$ cat config.mk
export PLATFORM = sky130hd
export DESIGN_NAME = pp_buf_reader
export DESIGN_NICKNAME = d
export VERILOG_FILES = /design/src/rtl/pp_buf_reader.sv
export SDC_FILE = /design/constraint.sdc
export NUM_CORES = 1
export LEC_CHECK = 0
export ABC_AREA = 1
export CAP_MARGIN = 20
export CORE_MARGIN = 2
export CORE_UTILIZATION = 37
export DETAILED_ROUTE_END_ITERATION = 16
export GPL_TIMING_DRIVEN = 0
export PLACE_DENSITY = 0.73
export SLEW_MARGIN = 30
export SYNTH_ARGS = -nofsm -noshare
export SYNTH_HDL_FRONTEND = slang
export SYNTH_SLANG_ARGS = --single-unit
$ cat constraint.sdc
create_clock -name clk -period 1.3 [get_ports clk]
set_clock_uncertainty 0.15 [all_clocks]
set_input_delay 0.26 -clock clk [delete_from_list [all_inputs] [get_ports clk]]
set_output_delay 0.26 -clock clk [all_outputs]
set_load 0.01 [all_outputs]
$ cat src/rtl/pp_buf_reader.sv
// pp_buf_reader: read side of a ping-pong buffer.
// Drains the bank the writer has marked full over dp_ram port B and streams
// it out as an AXI4-Stream master. Banks are served in strict alternation
// 0,1,0,... and each drained bank is handed back with a one-cycle bank_done.
module pp_buf_reader #(
    parameter int DATA_WIDTH = 32,
    parameter int DEPTH      = 16,
    parameter int ADDRW      = 4,
    parameter int CNTW       = 16
) (
    input  logic                  clk,
    input  logic                  rst,
    input  logic [1:0]            bank_full,
    output logic [1:0]            bank_done,
    output logic [1:0]            rd_en,
    output logic [ADDRW-1:0]      rd_addr,
    input  logic [DATA_WIDTH-1:0] rd_data0,
    input  logic [DATA_WIDTH-1:0] rd_data1,
    output logic [DATA_WIDTH-1:0] m_axis_tdata,
    output logic                  m_axis_tvalid,
    input  logic                  m_axis_tready,
    output logic                  m_axis_tlast,
    output logic                  rd_bank,
    output logic                  busy,
    output logic [CNTW-1:0]       bank_cnt
);

    typedef enum logic [1:0] {
        ST_IDLE  = 2'd0,   // waiting for bank_full[rd_bank]
        ST_READ  = 2'd1,   // fetching words 0..DEPTH-1 into the output register
        ST_DRAIN = 2'd2    // last word loaded, waiting for its handshake
    } state_e;

    localparam logic [ADDRW-1:0] LAST_ADDR = ADDRW'(DEPTH - 1);

    state_e                  state_q,  state_d;
    logic                    rd_bank_q, rd_bank_d;
    logic [ADDRW-1:0]        rd_addr_q, rd_addr_d;
    logic [DATA_WIDTH-1:0]   tdata_q,  tdata_d;
    logic                    tvalid_q, tvalid_d;
    logic                    tlast_q,  tlast_d;
    logic [1:0]              bank_done_q, bank_done_d;
    logic [CNTW-1:0]         bank_cnt_q, bank_cnt_d;

    logic [DATA_WIDTH-1:0]   sel_data;
    logic                    load;
    logic                    last_hs;

    // Port B read is combinational: pick the word of the bank being served.
    always_comb begin
        sel_data = rd_bank_q ? rd_data1 : rd_data0;
        // The output register may take a new word when empty or being emptied.
        load     = !tvalid_q || m_axis_tready;
        last_hs  = tvalid_q && m_axis_tready;
    end

    // Next-state and next-register logic for the reader FSM.
    always_comb begin
        // NOTE: every _d signal gets its hold value first, so no path through
        // the case statement can leave one unassigned and infer a latch.
        state_d     = state_q;
        rd_bank_d   = rd_bank_q;
        rd_addr_d   = rd_addr_q;
        tdata_d     = tdata_q;
        tvalid_d    = tvalid_q;
        tlast_d     = tlast_q;
        bank_done_d = 2'b00;        // pulse: high only on the cycle it is set
        bank_cnt_d  = bank_cnt_q;

        case (state_q)
            ST_IDLE: begin
                // Only the awaited bank counts; the other bank's flag is ignored.
                if (bank_full[rd_bank_q]) begin
                    state_d   = ST_READ;
                    rd_addr_d = '0;
                end
            end

            ST_READ: begin
                if (load) begin
                    tdata_d  = sel_data;
                    tvalid_d = 1'b1;
                    tlast_d  = (rd_addr_q == LAST_ADDR);
                    if (rd_addr_q == LAST_ADDR) begin
                        state_d = ST_DRAIN;
                    end else begin
                        rd_addr_d = rd_addr_q + 1'b1;
                    end
                end
            end

            ST_DRAIN: begin
                // Bank ownership returns to the writer only once the tlast
                // word has actually left.
                if (last_hs) begin
                    tvalid_d               = 1'b0;
                    tlast_d                = 1'b0;
                    bank_done_d[rd_bank_q] = 1'b1;
                    bank_cnt_d             = bank_cnt_q + 1'b1;
                    rd_bank_d              = !rd_bank_q;
                    rd_addr_d              = '0;
                    state_d                = ST_IDLE;
                end
            end

            default: begin
                state_d = ST_IDLE;
            end
        endcase
    end

    // State and datapath registers with synchronous active-high reset.
    always_ff @(posedge clk) begin
        // NOTE: clocked state uses non-blocking assignments only, so every
        // flop samples the values from before this edge.
        if (rst) begin
            state_q     <= ST_IDLE;
            rd_bank_q   <= 1'b0;
            rd_addr_q   <= '0;
            tdata_q     <= '0;
            tvalid_q    <= 1'b0;
            tlast_q     <= 1'b0;
            bank_done_q <= 2'b00;
            bank_cnt_q  <= '0;
        end else begin
            state_q     <= state_d;
            rd_bank_q   <= rd_bank_d;
            rd_addr_q   <= rd_addr_d;
            tdata_q     <= tdata_d;
            tvalid_q    <= tvalid_d;
            tlast_q     <= tlast_d;
            bank_done_q <= bank_done_d;
            bank_cnt_q  <= bank_cnt_d;
        end
    end

    // Output mapping; the port-B enable follows the READ state directly.
    always_comb begin
        rd_en         = 2'b00;
        if (state_q == ST_READ) begin
            rd_en[rd_bank_q] = 1'b1;
        end
        rd_addr       = rd_addr_q;
        m_axis_tdata  = tdata_q;
        m_axis_tvalid = tvalid_q;
        m_axis_tlast  = tlast_q;
        rd_bank       = rd_bank_q;
        busy          = (state_q != ST_IDLE);
        bank_done     = bank_done_q;
        bank_cnt      = bank_cnt_q;
    end

endmodule

== Word-level counts from Yosys, hierarchy flattened ==
Cells that the tools add are included.
Cells by class
  add/subtract/negate cells: 2
  order comparisons: 2
  equality and inequality tests: 8
  mux-type cells: 21
  bitwise gates (word level): 2
  reduce and logical (&&, ||, !) cells: 15
Operator list (number)
  $mux 32: 1
  $add 16x1->16 const B: 1
  $mux 4: 4
  $pmux 4 s3: 1
  $mux 2: 5
  $ne 2x2->1 const B: 5
  $mux 1: 6
  $pmux 2 s3: 1
  $reduce_and 5->1: 1
  $add 4x1->4 const B: 1
  $eq 4x4->1 const B: 1
  $pmux 1 s2: 2
  $reduce_and 2->1: 2
  $reduce_and 4->1: 1
  $reduce_bool 2->1: 2
  $reduce_and 3->1: 1
  $reduce_bool 3->1: 1
  $reduce_or 3->1: 1
  $eq 2x1->1 const B: 1
  $eq 2x2->1 const B: 1
  $logic_and 1x1->1: 2
  $logic_not 1->1: 2
  $logic_not 2->1: 1
  $lt 1x2->1 const B: 1
  other kinds (4): 5
Storage, ports and cells
  register bits after elaboration: 59
  input bits: 69
  output and inout bits: 60
  logic and storage cells: 58

== Longest topological paths before layout ==
Gate-level depths: netlist (run 1).
  depth after elaboration: 5
  gate-level depth with buffers: 10
  gate-level depth less buffers: 9

== Least setup slack after synthesis (run 1) ==
No wires, ideal clock.
  path type: flip-flop to flip-flop
  start: reg bank_cnt_q[0] (netlist: bank_cnt[0])
  end: reg bank_cnt_q[14] (netlist: bank_cnt[14])
  setup time: 0.115 ns
  data arrival time: 1.238 ns
  required time: 1.035 ns
  path slack: -0.203 ns
  cell stages (with the launch flop): 9
  path buffers: 0
  period minus slack after synthesis: 1.503 ns
  cell sequence: dfxtp_1 > ha_1 > nand3_1 > inv_1 > nand3_1 > nor2_1 > nand3_1 > nand2_1 > nor2_1
Between the ends
  cells in the longest elaborated chain, start to end: 1
RTL lines
  start, declared: line 43  | logic [CNTW-1:0] bank_cnt_q, bank_cnt_d;
  start signal, assigned: line 133  | bank_cnt_q <= bank_cnt_d;
  $add 16x1->16: line 99  | bank_cnt_d = bank_cnt_q + 1'b1;
Every way passes these cells.
A chain may end at the register's enable or synchronous reset.

== Worst setup path in the final report (run 1) ==
  start: reg rd_bank_q (netlist: rd_bank)
  end: out rd_en[1]
Between the ends
  cells in the longest elaborated chain, start to end: 5
  elaborated cells between the ends (all ways): 6
  those cells by class: 2 x order compare; 3 x mux; 1 x reduce/logical
RTL lines
  start, declared: line 37  | logic rd_bank_q, rd_bank_d;
  start signal, assigned: line 127  | rd_bank_q <= rd_bank_d;
  $lt 1x2->1 (not written as such) or $ge 1x1->1 (tied branches): line 141  | rd_en[rd_bank_q] = 1'b1;
  $logic_and 1x1->1 (not written as such): line 141
  $mux 1 (not written as such): line 141
  $demux 1 s1 (*): line 141
  $mux 2 (*): line 140  | if (state_q == ST_READ) begin
  end, declared: line 15  | output logic [1:0] rd_en,
Every way passes the cells marked *; elsewhere a longest branch is shown, timed or not.

==> qor.txt, run 1 <==
========================================================================================
Maximum number of pins on one net before global-route repair ..............           11
Post-Place Setup Slack ....................................................    -0.601 ns
Critical R2R Launch .......................................................   state_q[1]
Critical path endpoint category ........................................... primary output
Placer Congestion .........................................................        0.888
Die width .................................................................      89.6 um
Power per standard cell area .............................................. 1260 mW/mm^2
Startpoint Class ..........................................................         flop
Root Driver ............................................................... sky130_fd_sc_hd__clkbuf_8
Worst-Skew Late Latency ...................................................      0.34 ns
Minimum setup slack among reg-to-reg paths ................................     -0.26 ns
Class of the tightest hold or removal check ............................... input port to flop
Failing checks ............................................................ negative setup slack
Core area ................................................................. 0.00718 sq mm
First-iteration detailed-routing DRC count ................................          115
Data arrival time of the critical path ....................................      1.16 ns
Static leakage power ......................................................      2.18 nW
Utilization after layout ..................................................        0.688
Count of different cell masters after synthesis ...........................           28
Fraction of synthesis flops using an asynchronous set or reset pin ........            0
Highest-count cells in the layout ignoring fill and taps .................. 104 x sky130_fd_sc_hd__nand2_1, 66 x sky130_fd_sc_hd__clkdlybuf4s50_1, 59 x sky130_fd_sc_hd__buf_2
Relative slew slack .......................................................        0.702
Crit Reg-Reg Endpoint ..................................................... bank_cnt[12]
Area growth syn-to-layout .................................................        82.1%
Residual overflow from global routing .....................................            0
Sequential area share after synthesis .....................................        0.436
Post-Syn Area per Cell ....................................................   7.05 sq um
Unrepaired setup endpoints after global routing ...........................          yes
Leading cell type in the layout, fill and taps excluded ................... sky130_fd_sc_hd__nand2_1
Quantity of hold-fixing buffers added after cts ...........................            0
Slowest cell on crit path ................................................. sky130_fd_sc_hd__dfxtp_2
Initial standard-cell utilization of the core .............................        0.378
Peak VDD IR ...............................................................   0.000677 V
Max-cap violation count ...................................................            0
Predominant post-synthesis flop cell ...................................... sky130_fd_sc_hd__dfxtp_1
Overall routed net length .................................................      9.36 mm
Worst EP required .........................................................      0.89 ns
Max stage delay on crit path ..............................................      0.34 ns
Net count of the mapped netlist ...........................................          455
Top Ports .................................................................          129
Critical path's top delay family .......................................... buffers and inverters
Number of buffers created by CTS ..........................................            9
HPWL reported at the end of detailed placement ............................      6.18 mm
Final setup violation count ...............................................           59
Ratio of routed vias to standard cells ....................................         4.90
Count of filler cells inserted in the layout ..............................          583
Most used cell, CP ........................................................ sky130_fd_sc_hd__buf_6
Portion of the clock cycle consumed by the worst path in the final layout .         1.21
I/O Buffers ...............................................................          127
Final antenna diode count .................................................            0
Layout Cell Area excl Fill ................................................ 0.00493 sq mm
Share of layout cells above drive strength 1 ..............................        0.450
Total instance count after detailed placement .............................          610
End point of the critical path ............................................     rd_en[1]
Number of vias after detailed routing .....................................         3227
Critical Path Source ......................................................      rd_bank
Worst-margin pin slew .....................................................     0.447 ns
H-tree Lvls ...............................................................            3
Longest Clk Path Bufs .....................................................            2
Clock slew at the register clock pins of the worst setup and hold paths ...      0.06 ns
Number of hold violations in the final report .............................            0
Syn. warnings .............................................................            0
Total global routing track utilization ....................................        0.216
Number of antenna violations at the first check in global routing .........            0
Combined area of all synthesized cells .................................... 0.00271 sq mm
Via count of the first global-routing pass ................................         2929
Vertical die dimension ....................................................      89.6 um
WP buf/inv ................................................................            4
Worst setup path category ................................................. flop to primary output
Clock sinks ...............................................................           59
Wire length of the first global-routing pass ..............................      13.3 mm
Final worst-path setup slack ..............................................    -0.268 ns
Syn Inst Count ............................................................          384
Net count reported at finish ..............................................          627
Number of slew-limit violations in the final report .......................            0
Std cell rows .............................................................           31
Seq cells post-synth ......................................................           59
Final ANT Viol Nets .......................................................            0
Pre-Repair DR Iteration Count .............................................            5
Die outline area .......................................................... 0.00802 sq mm
Clock tree from TritonCTS .................................................        built
Combined flip-flop and latch cell area .................................... 0.00125 sq mm
Depth of the worst register-to-register path ..............................            8
Detailed-route DRC error count ............................................            0
Crit path max fanout ......................................................            3
Placed inst area .......................................................... 0.00419 sq mm
Count of flip-flops with a built-in enable after synthesis ................            0
Highest clock rate ........................................................      638 MHz
Non-Filler Instances ......................................................          659
Status .................................................................... finished with violations
Cell breakdown of the critical path ....................................... buf_6 > inv_8 > clkbuf_16 > nor2_4 > buf_6
Total area of multi-input combinational cells ............................. 0.00167 sq mm
Total number of cells along the worst setup path ..........................            5
Avg WL per Cell ...........................................................      14.2 um
Fin crit period ...........................................................      1.57 ns
========================================================================================
cell usage after synthesis, types with 2 or more instances:
master / count / area share
sky130_fd_sc_hd__buf_2: 8 / 0.015
sky130_fd_sc_hd__nand2_2: 3 / 0.0069
sky130_fd_sc_hd__inv_1: 30 / 0.042
sky130_fd_sc_hd__nor2_2: 3 / 0.0069
sky130_fd_sc_hd__nor2_4: 2 / 0.0083
sky130_fd_sc_hd__dfxtp_1: 59 / 0.44
sky130_fd_sc_hd__nand3_1: 13 / 0.024
sky130_fd_sc_hd__nor3_1: 3 / 0.0055
sky130_fd_sc_hd__nand4_1: 3 / 0.0069
sky130_fd_sc_hd__buf_6: 3 / 0.012
sky130_fd_sc_hd__a21oi_1: 16 / 0.030
sky130_fd_sc_hd__ha_1: 2 / 0.0092
sky130_fd_sc_hd__inv_2: 3 / 0.0042
sky130_fd_sc_hd__clkbuf_1: 9 / 0.012
sky130_fd_sc_hd__nand2_1: 112 / 0.16
sky130_fd_sc_hd__a31oi_1: 32 / 0.074
sky130_fd_sc_hd__o21ai_0: 30 / 0.055
sky130_fd_sc_hd__nor2_1: 34 / 0.047
sky130_fd_sc_hd__o21ai_1: 10 / 0.018
final cells by class:
class / instances / share of cell area
Buffer: 19 / 0.0373
Clock buffer: 13 / 0.0342
Clock inverter: 2 / 0.00203
Inverter: 33 / 0.0276
Multi-Input combinational cell: 271 / 0.339
Sequential cell: 59 / 0.253
Tap cell: 99 / 0.0251
Timing Repair Buffer: 163 / 0.282
through the flow:
step | total power [mW] | hold WS, ns | TNS, ns
finish | 6.23 | 0.172 | -5.19
global route | 6.54 | 0.193 | -8.66
CTS | 5.70 | 0.152 | -4.38
detailed placement | 4.12 | 0.314 | -26.70
global placement | 4.10 | 0.310 | -25.66
floorplan | 3.13 | 0.269 | -0.0401
routing by layer:
layer | part of all wire | vias to the layer above | wire (um) | track usage
met4 | 0.014 | 0 | 127 | 0.0909
li1 | - | 1614 | - | -
met5 | 0 | - | 0 | 0
met1 | 0.40 | 1472 | 3780 | 0.242
met3 | 0.087 | 11 | 816 | 0.0840
met2 | 0.50 | 130 | 4640 | 0.365
how the worst min path moves through the flow:
| stage | cells past startpoint | startpoint | to | slack (ns) |
|---|---|---|---|---|
| after global placement | 2 | bank_cnt[8] | bank_cnt[8] | 0.31 |
| after detailed placement | 2 | bank_cnt[8] | bank_cnt[8] | 0.31 |
| final | 2 | rst | rd_addr[2] | 0.17 |
| after floorplan | 2 | rd_data0[0] | m_axis_tdata[0] | 0.27 |
| after global routing | 2 | rst | rd_addr[2] | 0.19 |
| after CTS | 2 | rst | m_axis_tlast | 0.15 |
repair_timing:
item | CTS | global route
setup buffers | 21 | 12
gates resized for setup | 322 | 123
pin swaps | 14 | 8
endpoints found under the setup margin | 111 | 69
gates cloned | 2 | 3
logic make-up (layout without fill, tap and decap cells):
| group | after synthesis | after routing | synth area share |
|---|---|---|---|
| buffers and inverters | 54 | 230 | 0.0868 |
| xor gates and xnor gates | 1 | 1 | 0.00323 |
| AOI/OAI and AO/OA | 90 | 90 | 0.183 |
| adders and majority gates | 2 | 2 | 0.00924 |
| and+or+nand+nor | 178 | 178 | 0.282 |
| DFF | 59 | 59 | 0.436 |
power by group:
part	leakage, nW	switching [mW]	total (mW)	internal, mW
clock network	0.0953	0.689	1.52	0.831
registers	0.500	0.238	2.35	2.11
logic	1.58	1.13	2.36	1.23
total	2.18	2.05	6.23	4.17
worst reg2reg max path, delay by kind of cell (launching register included):
kind	cells	cell delay, ns
buffers and inverters	2	0.19
AND/OR/NAND/NOR	5	0.53
flip-flops	1	0.39
AO/OA/AOI/OAI	1	0.20
state kept, by name, indices dropped and copies added (netlist names):
name and count:
bank_cnt 16, bank_done 2, state_q 2, m_axis_tdata 32
m_axis_tvalid 1, rd_addr 4, m_axis_tlast 1, rd_bank 1
Power figures use the tool's default switching activity.
==> run 2, diff against run 1 <==
--- a/config.mk
+++ b/config.mk
@@ -7,7 +7,6 @@
 export LEC_CHECK = 0
 export ABC_AREA = 1
 export CAP_MARGIN = 20
-export CORE_MARGIN = 2
 export CORE_UTILIZATION = 37
 export DETAILED_ROUTE_END_ITERATION = 16
 export GPL_TIMING_DRIVEN = 0
@@ -16,3 +15,4 @@
 export SYNTH_ARGS = -nofsm -noshare
 export SYNTH_HDL_FRONTEND = slang
 export SYNTH_SLANG_ARGS = --single-unit
+export TNS_END_PERCENT = 1
==> run 2 against run 1 <==
Net effect:
- the flow still finishes with violations (negative setup slack)
- maximum frequency increased by 0.40%
- sequential power decreased by 3%
- cell area decreased by 10%
- worst hold slack got worse by 0.0015 ns
- worst setup slack improved by 0.0063 ns
- power decreased by 11%
- register-to-register slack improved by 0.03 ns
- clock power increased by 3%
- critical path depth unchanged
- non-clock buffer count decreased by 21
- sequential share of layout area increased by 3.0 points
- critical path type unchanged
- critical endpoint unchanged
- largest power group is now registers
- highest routed layer unchanged
==> qor.txt, run 2 (synthesized netlist as in run 1, its figures left out) <==
========================================================================================
Number of flip-flops in the largest register ..............................           32   unchanged
Avg WL per Cell ...........................................................      13.5 um   -4.8%
Area growth syn-to-layout .................................................        63.1%
Power per standard cell area .............................................. 1260 mW/mm^2   -0.28%
Number of hold violations in the final report .............................            0   unchanged
Total instance count after detailed placement .............................          607   -0.49%
Detailed-route DRC error count ............................................            0   unchanged
Worst-Skew Late Latency ...................................................      0.34 ns   about the same
Max-cap violation count ...................................................            0   unchanged
Net count reported at finish ..............................................          606   -3.3%
Via count of the first global-routing pass ................................         3004   +2.6%
Pre-Repair DR Iteration Count .............................................            4   -1
Final worst hold slack ....................................................     0.171 ns   -0.00148 ns
Die width .................................................................      87.6 um   -2.2%
Part of the power in the clock network ....................................        0.282   +0.038
Critical path endpoint category ........................................... primary output
Static leakage power ......................................................      1.99 nW   -8.8%
Most used cell, CP ........................................................ sky130_fd_sc_hd__buf_6
First-iteration detailed-routing DRC count ................................          139   +21%
Worst-margin pin slew .....................................................     0.422 ns   -0.0247 ns
Combined flip-flop and latch cell area .................................... 0.00125 sq mm   +0.30%
Overall routed net length .................................................      8.60 mm   -8.1%
Std cell rows .............................................................           30   -3.2%
Final worst-path setup slack ..............................................    -0.262 ns   +0.00633 ns
I/O Buffers ...............................................................          127   unchanged
Die outline area .......................................................... 0.00767 sq mm   -4.4%
Non-Filler Instances ......................................................          636   -3.5%
Number of vias after detailed routing .....................................         3131   -3.0%
Number of antenna violations at the first check in global routing .........            0   unchanged
Net switching component of the power ......................................      1.86 mW   -9.3%
Leading cell type in the layout, fill and taps excluded ................... sky130_fd_sc_hd__nand2_1
H-tree Lvls ...............................................................            3   unchanged
Number of slew-limit violations in the final report .......................            0   unchanged
Max stage delay on crit path ..............................................      0.34 ns   about the same
Wire length of the first global-routing pass ..............................      13.7 mm   +2.8%
Status .................................................................... finished with violations
Peak VDD IR ...............................................................   0.000885 V   +31%
Total global routing track utilization ....................................        0.231   +0.0146
Portion of the clock cycle consumed by the worst path in the final layout .         1.20   -0.00487
Initial standard-cell utilization of the core .............................        0.390   +0.0126
Clock slew at the register clock pins of the worst setup and hold paths ...      0.07 ns   about the same
Clock tree from TritonCTS .................................................        built
Startpoint Class ..........................................................         flop
Class of the tightest hold or removal check ............................... input port to flop
Quantity of hold-fixing buffers added after cts ...........................            0   unchanged
Slowest cell on crit path ................................................. sky130_fd_sc_hd__dfxtp_2
Relative slew slack .......................................................        0.719   +0.0165
Fin crit period ...........................................................      1.56 ns   -0.00633 ns
Internal power ............................................................      3.70 mW   -11%
Residual overflow from global routing .....................................            0   unchanged
Maximum number of pins on one net before global-route repair ..............           12   +1
Worst setup path category ................................................. flop to primary output
Highest-count cells in the layout ignoring fill and taps .................. 109 x sky130_fd_sc_hd__nand2_1, 66 x sky130_fd_sc_hd__clkdlybuf4s50_1, 59 x sky130_fd_sc_hd__buf_2
Critical path's top delay family .......................................... buffers and inverters
Longest Clk Path Bufs .....................................................            2   unchanged
Failing checks ............................................................ negative setup slack
Placer Congestion .........................................................        0.951   +7.0%
Utilization after layout ..................................................        0.636   -0.0511
Comb pwr share ............................................................        0.307   -0.072
Count of filler cells inserted in the layout ..............................          658   +13%
Final setup violation count ...............................................           50   -15%
Switching power share of the total ........................................        0.335   +0.00507
Crit path max fanout ......................................................            3   unchanged
Root Driver ............................................................... sky130_fd_sc_hd__clkbuf_8
Highest clock rate ........................................................      640 MHz   +0.40%
Worst EP required .........................................................      0.89 ns   about the same
Final ANT Viol Nets .......................................................            0   unchanged
Number of buffers created by CTS ..........................................            9   unchanged
Total area of multi-input combinational cells ............................. 0.00143 sq mm   -14%
Top Ports .................................................................          129   unchanged
Data arrival time of the critical path ....................................      1.15 ns   about the same
Clock sinks ...............................................................           59   unchanged
Core area ................................................................. 0.00694 sq mm   -3.2%
Final antenna diode count .................................................            0   unchanged
Share of layout cells above drive strength 1 ..............................        0.324   -0.126
Ratio of routed vias to standard cells ....................................         4.92   +0.53%
Cell breakdown of the critical path ....................................... buf_6 > inv_8 > clkbuf_16 > nor2_4 > buf_6
WP buf/inv ................................................................            4   unchanged
Unrepaired setup endpoints after global routing ...........................          yes
HPWL reported at the end of detailed placement ............................      6.23 mm   +0.66%
Post-Place Setup Slack ....................................................    -0.612 ns   -0.0114 ns
Vertical die dimension ....................................................      87.6 um   -2.2%
Power share of the sequential group .......................................        0.410   +0.033
========================================================================================
## run 2: area by class of cell
type                    instances  area share
plain buffers                  21      0.0464
clock buffers                  11      0.0343
clock inverters                 5     0.00821
inverters                      33      0.0303
multi-input cells             271       0.324
flip-flops and latches         59       0.283
well taps                      96      0.0272
repair buffers                140       0.247
## run 2: worst reg2reg max path: cells and delay by family (launching register included)
kind | cells | cell delay [ns]
buffers and inverters | 4 | 0.44
flip-flops | 1 | 0.33
AND/OR/NAND/NOR | 7 | 0.53
## run 2: worst paths after layout
check	startpoint	endpoint	slack, ns	cells after the start
max reg2reg	rd_bank	rd_addr[0]	-0.23	11
min reg2reg	bank_cnt[8]	bank_cnt[8]	0.31	2
max	rd_bank	rd_en[1]	-0.26	5
min	rst	state_q[1]	0.17	2
## run 2: power groups by stage
stage	sequential, mW	clock, mW	combinational, mW
after global routing	2.32	1.68	1.87
after global placement	2.29	0	1.80
final	2.28	1.57	1.71
after detailed placement	2.30	0	1.81
after floorplan	2.41	0	0.709
after CTS	2.27	1.59	1.65
## run 2: per-layer routing
| metal | up-vias | share of wire | track usage |
|---|---|---|---|
| met5 | - | 0 | 0 |
| met2 | 129 | 0.49 | 0.394 |
| li1 | 1566 | - | - |
| met1 | 1424 | 0.40 | 0.261 |
| met3 | 12 | 0.092 | 0.0877 |
| met4 | 0 | 0.013 | 0.0894 |
## run 2: what timing repair did
| action | 4_1_cts | 5_1_grt |
|---|---|---|
| pin swaps | 4 | 11 |
| endpoints found under the setup margin | 111 | 60 |
| gates resized for setup | 311 | 29 |
| setup buffers | 8 | 5 |
## run 2: metrics by stage
stage / TNS [ns] / power, mW / instance area [sq um]
after detailed placement: -26.65 / 4.11 / 4160
after global placement: -24.91 / 4.09 / 4160
after floorplan: -0.299 / 3.12 / 2760
after CTS: -4.57 / 5.52 / 4290
final: -3.93 / 5.56 / 4420
after global routing: -7.79 / 5.87 / 4420
==> RTL change 1 (settings of run 1) <==
`ADDRW`: 4 -> 6.
--- a/src/rtl/pp_buf_reader.sv
+++ b/src/rtl/pp_buf_reader.sv
@@ -5,7 +5,7 @@
 module pp_buf_reader #(
     parameter int DATA_WIDTH = 32,
     parameter int DEPTH      = 16,
-    parameter int ADDRW      = 4,
+    parameter int ADDRW      = 6,
     parameter int CNTW       = 16
 ) (
     input  logic                  clk,
Interface: changed (resized rd_addr); port bits go from 129 to 131. No check against the original RTL was run, so the function may have changed too.
==> RTL change 1 against run 1 <==
The flow still finishes with violations (negative setup slack); synthesized area is 4.0% higher; design area is 8.2% higher; power is 44% higher; utilization is 4.1 points higher; sequential power is 18% higher; setup slack worse by 0.040 ns; wire length is 9.7% higher; sequential cell count is 2 higher; register-to-register slack worse by 0.04 ns; critical path type unchanged.
==> RTL change 1: results (changes against run 1) <==
- Status: finished with violations
- GR Layer Usage met1: 25.1% (+0.83 points)
- Layout Nets: 652 (+4.0%)
- Iteration-0 DRC Markers: 78 (-32%)
- Buffers on Ports: 130 (+2.4%)
- Total Neg Setup Slack: -12.87 ns (-7.68 ns)
- Hold Slack: 0.212 ns (+0.0399 ns)
- GPL Wtd Cong: 0.779 (-12%)
- Layout cell share with drive strength beyond 1: 46.6% (+1.6 points)
- R2r setup slk: -0.30 ns (-0.04 ns)
- Clk network pwr share: 20.4% (-4.0 points)
- Post-synthesis net count: 457 (+0.44%)
- Avg Synthesized Cell Area: 7.30 um2 (+3.5%)
- Post-CTS Setup Bufs: 34 (+62%)
- Synth cell types: 34 (+21%)
- Layout fillers: 557 (-4.5%)
- Total GRT Usage: 23.3% (+1.7 points)
- First-pass GRT wire length: 15600 um (+17%)
- Post-cts gate resize count: 378 (+17%)
- Failing checks: negative setup slack
- Synth Area in XOR/XNOR: 0.622% (+0.30 points)
- Synth area leaders: dfxtp_1, nand2_1, o21ai_0
- Reg2Reg Depth: 9 (+1)
- Final setup violation count: 66 (+12%)
- Hold worst-path end: m_axis_tlast
- Peak VDD IR: 853 uV (+26%)
- DR vias: 3427 (+6.2%)
- Sequential power: 2.77 mW (+18%)
- Met2 Use GR: 42.8% (+6.3 points)
- Crit Path Max Fanout: 10 (+7)
- FF-to-FF Start: rd_bank
- Routed WL: 10300 um (+9.7%)
- Routed wl met3: 808 um (-0.98%)
- Post-layout worst setup margin: -0.308 ns (-0.0399 ns)
- Dpl cells: 615 (+0.82%)
- Synth Area in Compound Gates: 19.9% (+1.6 points)
- Worst Path Arrival: 1.20 ns (+0.04 ns)
- Slew headroom: 56.5% (-14 points)
- Lkg Pwr: 2.36 nW (+8.5%)
- Synth cell count leaders: nand2_1, dfxtp_1, o21ai_0
==> RTL change 1: critical path, stage by stage (launching register included) <==
cell       delay, ns
dfxtp_2         0.35
buf_6           0.14
inv_8           0.05
clkbuf_16       0.14
nor2_4          0.07
buf_6           0.11
==> RTL change 1: through the flow <==
stage | setup slack, ns | area (um2) | power, mW
5_1_grt | -0.377 | 5340 | 9.45
3_5_place_dp | -0.739 | 4320 | 5.73
6_report | -0.308 | 5340 | 8.99
2_1_floorplan | -0.0896 | 2900 | 4.17
3_3_place_gp | -0.696 | 4320 | 5.67
4_1_cts | -0.287 | 5000 | 8.44
==> RTL change 1: cell type report <==
cell class	instances	area share, %
timing repair inverter	1	0.164
clock buffer	13	3.37
multi-input combinational	278	32.7
inverter	26	2.30
sequential	61	24.3
clock inverter	3	0.750
timing repair buffer	184	30.1
buffer	20	3.98
tap	99	2.32
==> RTL change 2 (flow settings as in run 1) <==
Without the edit above. `rd_addr_q` and `tdata_q` no longer have a reset.
--- a/src/rtl/pp_buf_reader.sv
+++ b/src/rtl/pp_buf_reader.sv
@@ -116,8 +116,6 @@
         if (rst) begin
             state_q     <= ST_IDLE;
             rd_bank_q   <= 1'b0;
-            rd_addr_q   <= '0;
-            tdata_q     <= '0;
             tvalid_q    <= 1'b0;
             tlast_q     <= 1'b0;
             bank_done_q <= 2'b00;
@@ -125,13 +123,16 @@
         end else begin
             state_q     <= state_d;
             rd_bank_q   <= rd_bank_d;
-            rd_addr_q   <= rd_addr_d;
-            tdata_q     <= tdata_d;
             tvalid_q    <= tvalid_d;
             tlast_q     <= tlast_d;
             bank_done_q <= bank_done_d;
             bank_cnt_q  <= bank_cnt_d;
         end
+    end
+
+    always_ff @(posedge clk) begin
+        rd_addr_q <= rd_addr_d;
+        tdata_q   <= tdata_d;
     end
 
     // Output mapping; the port-B enable follows the READ state directly.
Behaviour: differs if rst is asserted again (counterexample within 4 cycles, from zero or initial values and one cycle with rst high); with rst held inactive, the same outputs for 10 cycles.
==> RTL change 2 against run 1 <==
The run still ends with negative setup slack left; sequential cell count is the same; fmax shrank 5.9%; setup slack lost 0.098 ns; worst hold slack lost 0.014 ns; utilization grew 2.7 points; wire length grew 1.6%; synthesized area shrank 1.3%; design area is essentially flat; critical path type is now flip-flop to flip-flop.
Power is not compared: it rests on default switching activity, and its combinational part moved more than twofold at a synthesized area within 25%.
==> RTL change 2: results (changes against run 1) <==
- First-pass GRT wire length: 13500 um (+1.4%)
- Initial antenna violation count: 0 (unchanged)
- Largest net degree at the start of global routing: 17 (+6)
- HPWL after DPL: 5740 um (-7.2%)
- Post-Synth Adder-Cell Area: 0.936% (+0.013 points)
- Synth cell types: 24 (-14%)
- GR Layer Usage met1: 25.3% (+1.1 points)
- Worst hold path type: input pin to flip-flop
- Final Non-Filler Cells: 608 (-7.7%)
- Largest register FFs: 32 (unchanged)
- Pre-CTS setup slack: -1.09 ns (-0.491 ns)
- Lkg Pwr: 2.24 nW
- Final setup violation count: 90 (+53%)
- EDFF count, synth: 36 (+36)
- Failing checks: negative setup slack
- Worst Path Arrival: 1.52 ns (+0.36 ns)
- Status: finished with violations
- Seq/Total Area, Yosys: 57.7% (+14 points)
- Iteration-0 DRC Markers: 101 (-12%)
- Vias in the first global route: 2749 (-6.1%)
- Avg Synthesized Cell Area: 8.33 um2 (+18%)
- Layout cell share with drive strength beyond 1: 41.6% (-3.4 points)
- Post-synthesis net count: 392 (-14%)
- Met3 Use GR: 6.28% (-2.1 points)
- Routed WL: 9510 um (+1.6%)
- Crit Path Max Fanout: 5 (+2)
- Synth Area in XOR/XNOR: 0.983% (+0.66 points)
- Layout Nets: 579 (-7.7%)
- Synth area leaders: edfxtp_1, nand2_1, dfxtp_1
- Dpl cells: 544 (-11%)
- DP Area: 0.00414 mm2 (-1.1%)
- Post-layout worst setup margin: -0.367 ns (-0.0981 ns)
- Synth Area in Compound Gates: 3.84% (-14 points)
- Worst-Margin Slew: 0.408 ns (-0.0387 ns)
- GPL Wtd Cong: 0.764 (-14%)
- Total GRT Usage: 22.6% (+0.97 points)
- Layout fillers: 540 (-7.4%)
- Synth cell count leaders: nand2_1, edfxtp_1, nor2_1
- Via-per-instance ratio: 4.67 (-4.7%)
- Most used DFF post-synth: edfxtp_1
-- RTL change 2: cell types whose count changed after synthesis, sizes merged, moves of 3 or more --
cell	change
o21ai	-36
inv	-4
nor2	-3
dfxtp	-36
a31oi	-32
edfxtp	+36
nand2	+28
buf	-9
a21oi	-4
nand3	-3
-- RTL change 2: timing repair --
action	in CTS	in global routing
setup endpoints to repair	145	102
cloned	3	2
setup buffers	40	11
pin swaps	32	24
gates resized for setup	332	57
-- RTL change 2: power by group --
part | internal, mW | switching (mW) | total, mW
sequential | 2.10 | 0.0398 | 2.14
clock | 0.665 | 0.696 | 1.36
combinational | 0.464 | 0.364 | 0.827
-- RTL change 2: final cells by class --
cell class	count	area share, %
flip-flops and latches	59	32.0
repair buffers	176	31.1
multi-input cells	224	26.2
inverters	29	2.71
clock buffers	11	2.66
plain buffers	9	2.46
well taps	96	2.44
clock inverters	4	0.381
-- RTL change 2: per-layer routing --
| metal | routed length [um] | vias up | share of wire [%] |
|---|---|---|---|
| met5 | 0 | - | 0 |
| met4 | 213 | 0 | 2.2 |
| met3 | 833 | 19 | 8.8 |
| met2 | 4790 | 125 | 50 |
| met1 | 3670 | 1300 | 39 |
| li1 | - | 1393 | - |
-- RTL change 2: worst paths after layout --
kind	start	endpoint	slack [ns]	depth (start not counted)
hold / removal	rst	bank_cnt[8]	0.16	2
setup / recovery	rd_bank	rd_addr[3]	-0.37	8
setup reg to reg	rd_bank	rd_addr[3]	-0.37	8
hold reg to reg	bank_cnt[10]	bank_cnt[10]	0.29	1
-- RTL change 2: worst max-delay path, cell delays in order (launching register included) --
cell and delay (ns):
dfxtp_2 0.34, buf_6 0.14, buf_6 0.10, nand2_2 0.04
nand3_2 0.06, nand2_2 0.05, inv_2 0.08, nand2_4 0.07
a211oi_4 0.31
